===== config.mk =====
export PLATFORM = sky130hd
export DESIGN_NAME = tdm_demux
export DESIGN_NICKNAME = d
export VERILOG_FILES = /design/src/rtl/tdm_demux.sv
export SDC_FILE = /design/constraint.sdc
export NUM_CORES = 1
export LEC_CHECK = 0
export ABC_AREA = 1
export BUFFER_PORTS_ARGS = -buffer_cell sky130_fd_sc_hd__buf_2
export CAP_MARGIN = 20
export CORE_AREA = 10 10 48 50
export DETAILED_ROUTE_END_ITERATION = 6
export DIE_AREA = 0 0 58 60
export PLACE_DENSITY = 0.5
export SLEW_MARGIN = 20
export SYNTH_ARGS = -nofsm -noshare
export SYNTH_HDL_FRONTEND = slang
export SYNTH_SLANG_ARGS = --single-unit

===== constraint.sdc =====
create_clock -name clk -period 1.2 [get_ports clk]
set_input_delay 0.24 -clock clk [delete_from_list [all_inputs] [get_ports clk]]
set_output_delay 0.24 -clock clk [all_outputs]
set_load 0.05 [all_outputs]

===== src/rtl/tdm_demux.sv =====
// Receive-side TDM deserializer: locks onto a frame-sync marker, steers each
// beat into its lane and presents a full parallel frame with a one-cycle pulse.
module tdm_demux #(
  parameter int WIDTH = 1,
  parameter int LANES = 2,
  parameter int SW    = $clog2(LANES)
) (
  input  logic                   clk,
  input  logic                   rst,
  input  logic [WIDTH-1:0]       din,
  input  logic                   din_valid,
  input  logic                   sync,
  output logic [LANES*WIDTH-1:0] dout,
  output logic                   dout_valid,
  output logic [SW-1:0]          sel,
  output logic                   locked,
  output logic                   sync_err
);

  typedef enum logic {HUNT, RUN} state_e;

  state_e                 state_q, state_d;
  logic [SW-1:0]          sel_q, sel_d;
  logic [LANES*WIDTH-1:0] shadow_q, shadow_d;
  logic [LANES*WIDTH-1:0] dout_q, dout_d;
  logic                   dv_q, dv_d;
  logic                   err_q, err_d;

  logic [LANES*WIDTH-1:0] slot_merged;
  logic [LANES*WIDTH-1:0] lane0_merged;
  logic                   last_slot;

  // Shadow content as it would look with the current beat written in place;
  // on the last slot this is exactly the frame handed to dout.
  always_comb begin
    slot_merged = shadow_q;
    slot_merged[int'(sel_q)*WIDTH +: WIDTH] = din;
    lane0_merged = shadow_q;
    lane0_merged[WIDTH-1:0] = din;
  end

  assign last_slot = (sel_q == SW'(LANES - 1));

  always_comb begin
    state_d  = state_q;
    sel_d    = sel_q;
    shadow_d = shadow_q;
    dout_d   = dout_q;
    dv_d     = 1'b0;
    err_d    = 1'b0;
    if (din_valid) begin
      case (state_q)
        HUNT: begin
          if (sync) begin
            state_d  = RUN;
            shadow_d = lane0_merged;
            sel_d    = SW'(1);
          end
        end
        RUN: begin
          if (sync && (sel_q != '0)) begin
            // Misaligned marker: drop the partial frame and restart at lane 0.
            err_d    = 1'b1;
            shadow_d = lane0_merged;
            sel_d    = SW'(1);
          end else begin
            shadow_d = slot_merged;
            if (last_slot) begin
              dout_d = slot_merged;
              dv_d   = 1'b1;
              sel_d  = '0;
            end else begin
              sel_d = sel_q + SW'(1);
            end
          end
        end
        default: state_d = HUNT;
      endcase
    end
  end

  always_ff @(posedge clk) begin
    if (rst) begin
      state_q  <= HUNT;
      sel_q    <= '0;
      shadow_q <= '0;
      dout_q   <= '0;
      dv_q     <= 1'b0;
      err_q    <= 1'b0;
    end else begin
      state_q  <= state_d;
      sel_q    <= sel_d;
      shadow_q <= shadow_d;
      dout_q   <= dout_d;
      dv_q     <= dv_d;
      err_q    <= err_d;
    end
  end

  assign dout       = dout_q;
  assign dout_valid = dv_q;
  assign sel        = sel_q;
  assign locked     = (state_q == RUN);
  assign sync_err   = err_q;

endmodule


---- After elaboration in Yosys (flattened, before gate mapping) ----
Index checks and enable logic that the tools add are counted.
cells by class
  add/subtract/negate cells ............... 2
  $mul .................................... 0
  divide/modulo/power cells ............... 0
  magnitude comparators ................... 0
  eq/ne operators ......................... 2
  shift-type cells ........................ 2
  mux-type cells .......................... 12
  bitwise operators ....................... 3
  reduce and logical (&&, ||, !) cells .... 6
operators with widths
  kind                      number
  $neg A1 Y33               1
  $shift A1 B33 Y2 const A  1
  $shiftx A1 B33 Y2         1
  $mux W1                   8
  $ne A2 B2 Y1 const B      2
  $pmux W2 S2               1
  $reduce_and A4 Y1         1
  $reduce_or A4 Y1          1
  $not A1 Y1                3
  $reduce_and A3 Y1         1
  $reduce_or A3 Y1          1
  $bwmux W2                 1
  $mux W2                   1
  $pmux W1 S2               1
  $reduce_and A2 Y1         1
  $add A1 B1 Y1 const B     1
  $logic_and A1 B1 Y1       1
storage, ports and cells
  flip-flop bits (word level) ............. 8
  latch bits .............................. 0
  bits in writable memories ............... 0
  bits in read-only memories .............. 0
  bits of input ports ..................... 5
  output and inout bits ................... 6
  word-level logic and storage cells ...... 34
  memories ................................ 0

---- Depth between registers and ports, before layout ----
  depth after elaboration ................. 5
  depth in mapped cells ................... 6

---- Worst setup path before layout ----
Ideal clock, no wire load.
  path type ............................... register to register
  start ................................... reg state_q (netlist: locked)
  end ..................................... reg dout_q[1] (netlist: dout[1])
  library setup time ...................... 0.060 ns
  data arrival time ....................... 1.216 ns
  required time ........................... 1.140 ns
  path slack .............................. -0.077 ns
  cell stages (with the launch flop) ...... 7
  buffers on the path ..................... 0
  period minus slack after synthesis ...... 1.277 ns
  cells stage by stage .................... dfxtp_1 -> nand2_1 -> nor3_2 -> nand2_2 -> clkinv_2 -> nand2_1 -> nand2_1
between the ends
  cells in the longest elaborated chain, start to end .. 1
RTL lines
  item                                line  source
  from (decl)                         22    state_e state_q, state_d;
  from (signal assigned)              91    state_q <= state_d;
  $reduce_and A4 Y1 (no source line)  n/a
  to (signal assigned)                94    dout_q <= dout_d;
  to (decl)                           25    logic [LANES*WIDTH-1:0] dout_q, dout_d;
No other way between the ends.
A chain may end at the register's enable or synchronous reset.

---- Final worst setup path ----
  start ................................... reg sel_q (netlist: sel)
  end ..................................... out sel
RTL lines
  item                    line  source
  from (decl)             23    logic [SW-1:0] sel_q, sel_d;
  from (signal assigned)  92    sel_q <= sel_d;
  to (decl)               15    output logic [SW-1:0] sel,
No word-level cell between the ends.

==> run metrics <==
Ys Warns=0; post-cts sizing count=0; Placed Cells=74; total power draw=0.587 mW; initial antenna violation count=0; final setup skew=0.00359 ns; TritonCTS Sinks=8; IO Count=11; slew margin rel.=0.837; CP Capture Type=output pin; peak supply drop=0.000363 V; largest net degree at the start of global routing=10; Initial Util=0.233; Die Ht=60 µm; fmax=890 MHz; GRT Total Usage=0.0579; mean routed wirelength per cell=10.8 µm; CTS Buf Count=3; Yosys reg bits=8; RSZ-0062 raised after global routing=false; CTS H-tree depth=1; Iter 0 DRT Violations=11; Layout Cells excl Fill=77; register clock-pin slew on the reported worst setup and hold paths=0.06 ns; crit path buf inv count=1; post-CTS setup buffers=0; crit-path cells=buf_4; CP top delay family=flip-flops; DR vias=341; Syn Area/Cell=6.99 µm²; worst min-delay path category=input port to flop; Worst Path Max Fanout=9; CP Class=flop to output pin; Slew Viols, Final=0; Detailed Routing Iterations Pass 1=4; Syn Nets=53; Worst EP arrival=0.88 ns; synthesized cell area=335 µm²; register area share after synthesis=0.478; drt via density=4.43; IO buf count=10; Die Width=58 µm; number of routed nets with antenna violations=0; Pwr Density=1360 nW/µm²; routability cong.=0.741; global route overflow=0; vias in the first global route=324; clock latency on the worst-skew pair=0.26 ns; worst slew pin tran=0.241 ns; post-synthesis instance total=48; n_diodes=0; share of post-route cells with drive strength above 1=0.311; top cell type by total area after synthesis=dfxtp_1; Post-Route WL=830 µm; fin nets=68; CP peak stage delay=0.40 ns; Final setup viols=0; leading post-synthesis cells by cell area=dfxtp_1 (48%), nand2_1 (19%), inv_1 (5.6%); Leakage=0.224 nW; die area=3480 µm²; Residual DRC=0; MaxCap Viol Count=0; HPWL after DPL=643 µm; CTS Hold Bufs=0; Bufs on Longest Clock Path=2; final number of hold-violating endpoints=0; num rows=14; Area growth syn-to-layout=29.1%; Final Cycle Share=0.937; status=complete, no violations; CP max-delay cell=dfxtp_2; CTS Root Cell=clkbuf_4; core area=1440 µm²; TritonCTS clock tree=yes; WP data required=0.96 ns; unique cell type count in the Yosys netlist=14; Startpoint Class=flop; post-layout min period=1.12 ns; first-pass GRT wire length=1.43 mm; Synth top area share=0.478; Final TNS setup=0 ns
cells in the mapped netlist (all sizes together):
cell and instances:
a21oi 3, clkinv 1, dfxtp 8, inv 6, nand2 18, nand3 2
nand4 1, nor2 3, nor3 2, o21ai 4
report_power, final:
part / total [mW] / leakage [nW] / internal, mW / switching (mW)
sequential: 0.289 / 0.0659 / 0.278 / 0.0109
combinational: 0.0860 / 0.145 / 0.0255 / 0.0605
clock: 0.212 / 0.0138 / 0.115 / 0.0975
total: 0.587 / 0.224 / 0.418 / 0.169
path summary, 6_finish.rpt:
path                  end  slack, ns    start  cells after the start
setup / recovery      sel       0.08      sel                      1
hold / removal     locked       0.16      rst                      2
setup reg to reg  dout[1]       0.25      sel                      6
hold reg to reg   dout[1]       0.47  dout[1]                      2
layout by cell type, fill, tap and decap left out:
| cell type | n |
|---|---|
| inv_1 | 5 |
| buf_2 | 9 |
| a21oi_1 | 3 |
| nand2_1 | 17 |
| o21ai_1 | 1 |
| nor3_1 | 1 |
| clkbuf_4 | 3 |
| dfxtp_2 | 2 |
| inv_2 | 1 |
| nor3_2 | 1 |
| nand3_1 | 2 |
| o21ai_0 | 3 |
| buf_4 | 1 |
| nand4_1 | 1 |
| clkinv_2 | 1 |
| nand2_2 | 1 |
| dfxtp_1 | 6 |
| nor2_1 | 3 |
final cells by class:
type,instances,area (µm²)
clock buffer,3,22.5
fill,157,1000
inverter,7,27.5
multi-input combinational,33,148
sequential,8,163
tap,16,20.0
timing repair buffer,10,52.6
state kept, by name, summed over array words and instances, names as in the netlist:
| register | cells |
|---|---|
| locked | 1 |
| dout | 2 |
| sync_err | 1 |
| dout_valid | 1 |
| shadow_q | 2 |
| sel | 1 |
metal layers:
metal,GRT usage,share of wire
met5,0,0
met1,0.0555,0.43
met2,0.0752,0.43
met3,0.0275,0.093
met4,0.0872,0.047
worst reg2reg max path, delay by kind of cell (launching register included):
kind	cells	cell delay, ns
buffers and inverters	2	0.11
DFF	1	0.40
and+or+nand+nor	4	0.39
logic make-up (layout without fill, tap and decap cells):
kind of cell           after synthesis  in the layout  synth area share
AO/OA/AOI/OAI                        7              7             0.104
buffers and inverters                7             20            0.0821
AND/OR/NAND/NOR                     26             26             0.336
flip-flops                           8              8             0.478
per-stage QoR:
step	hold slack (ns)	utilization	setup slack [ns]	cell area, µm²
after floorplan	0.302	-	0.136	338
after global placement	0.421	0.284	0.240	408
after detailed placement	0.425	0.284	0.261	408
after CTS	0.154	0.300	0.00170	430
after global routing	0.159	0.301	0.0181	433
final	0.157	0.301	0.0760	433
Power figures use the tool's default switching activity.
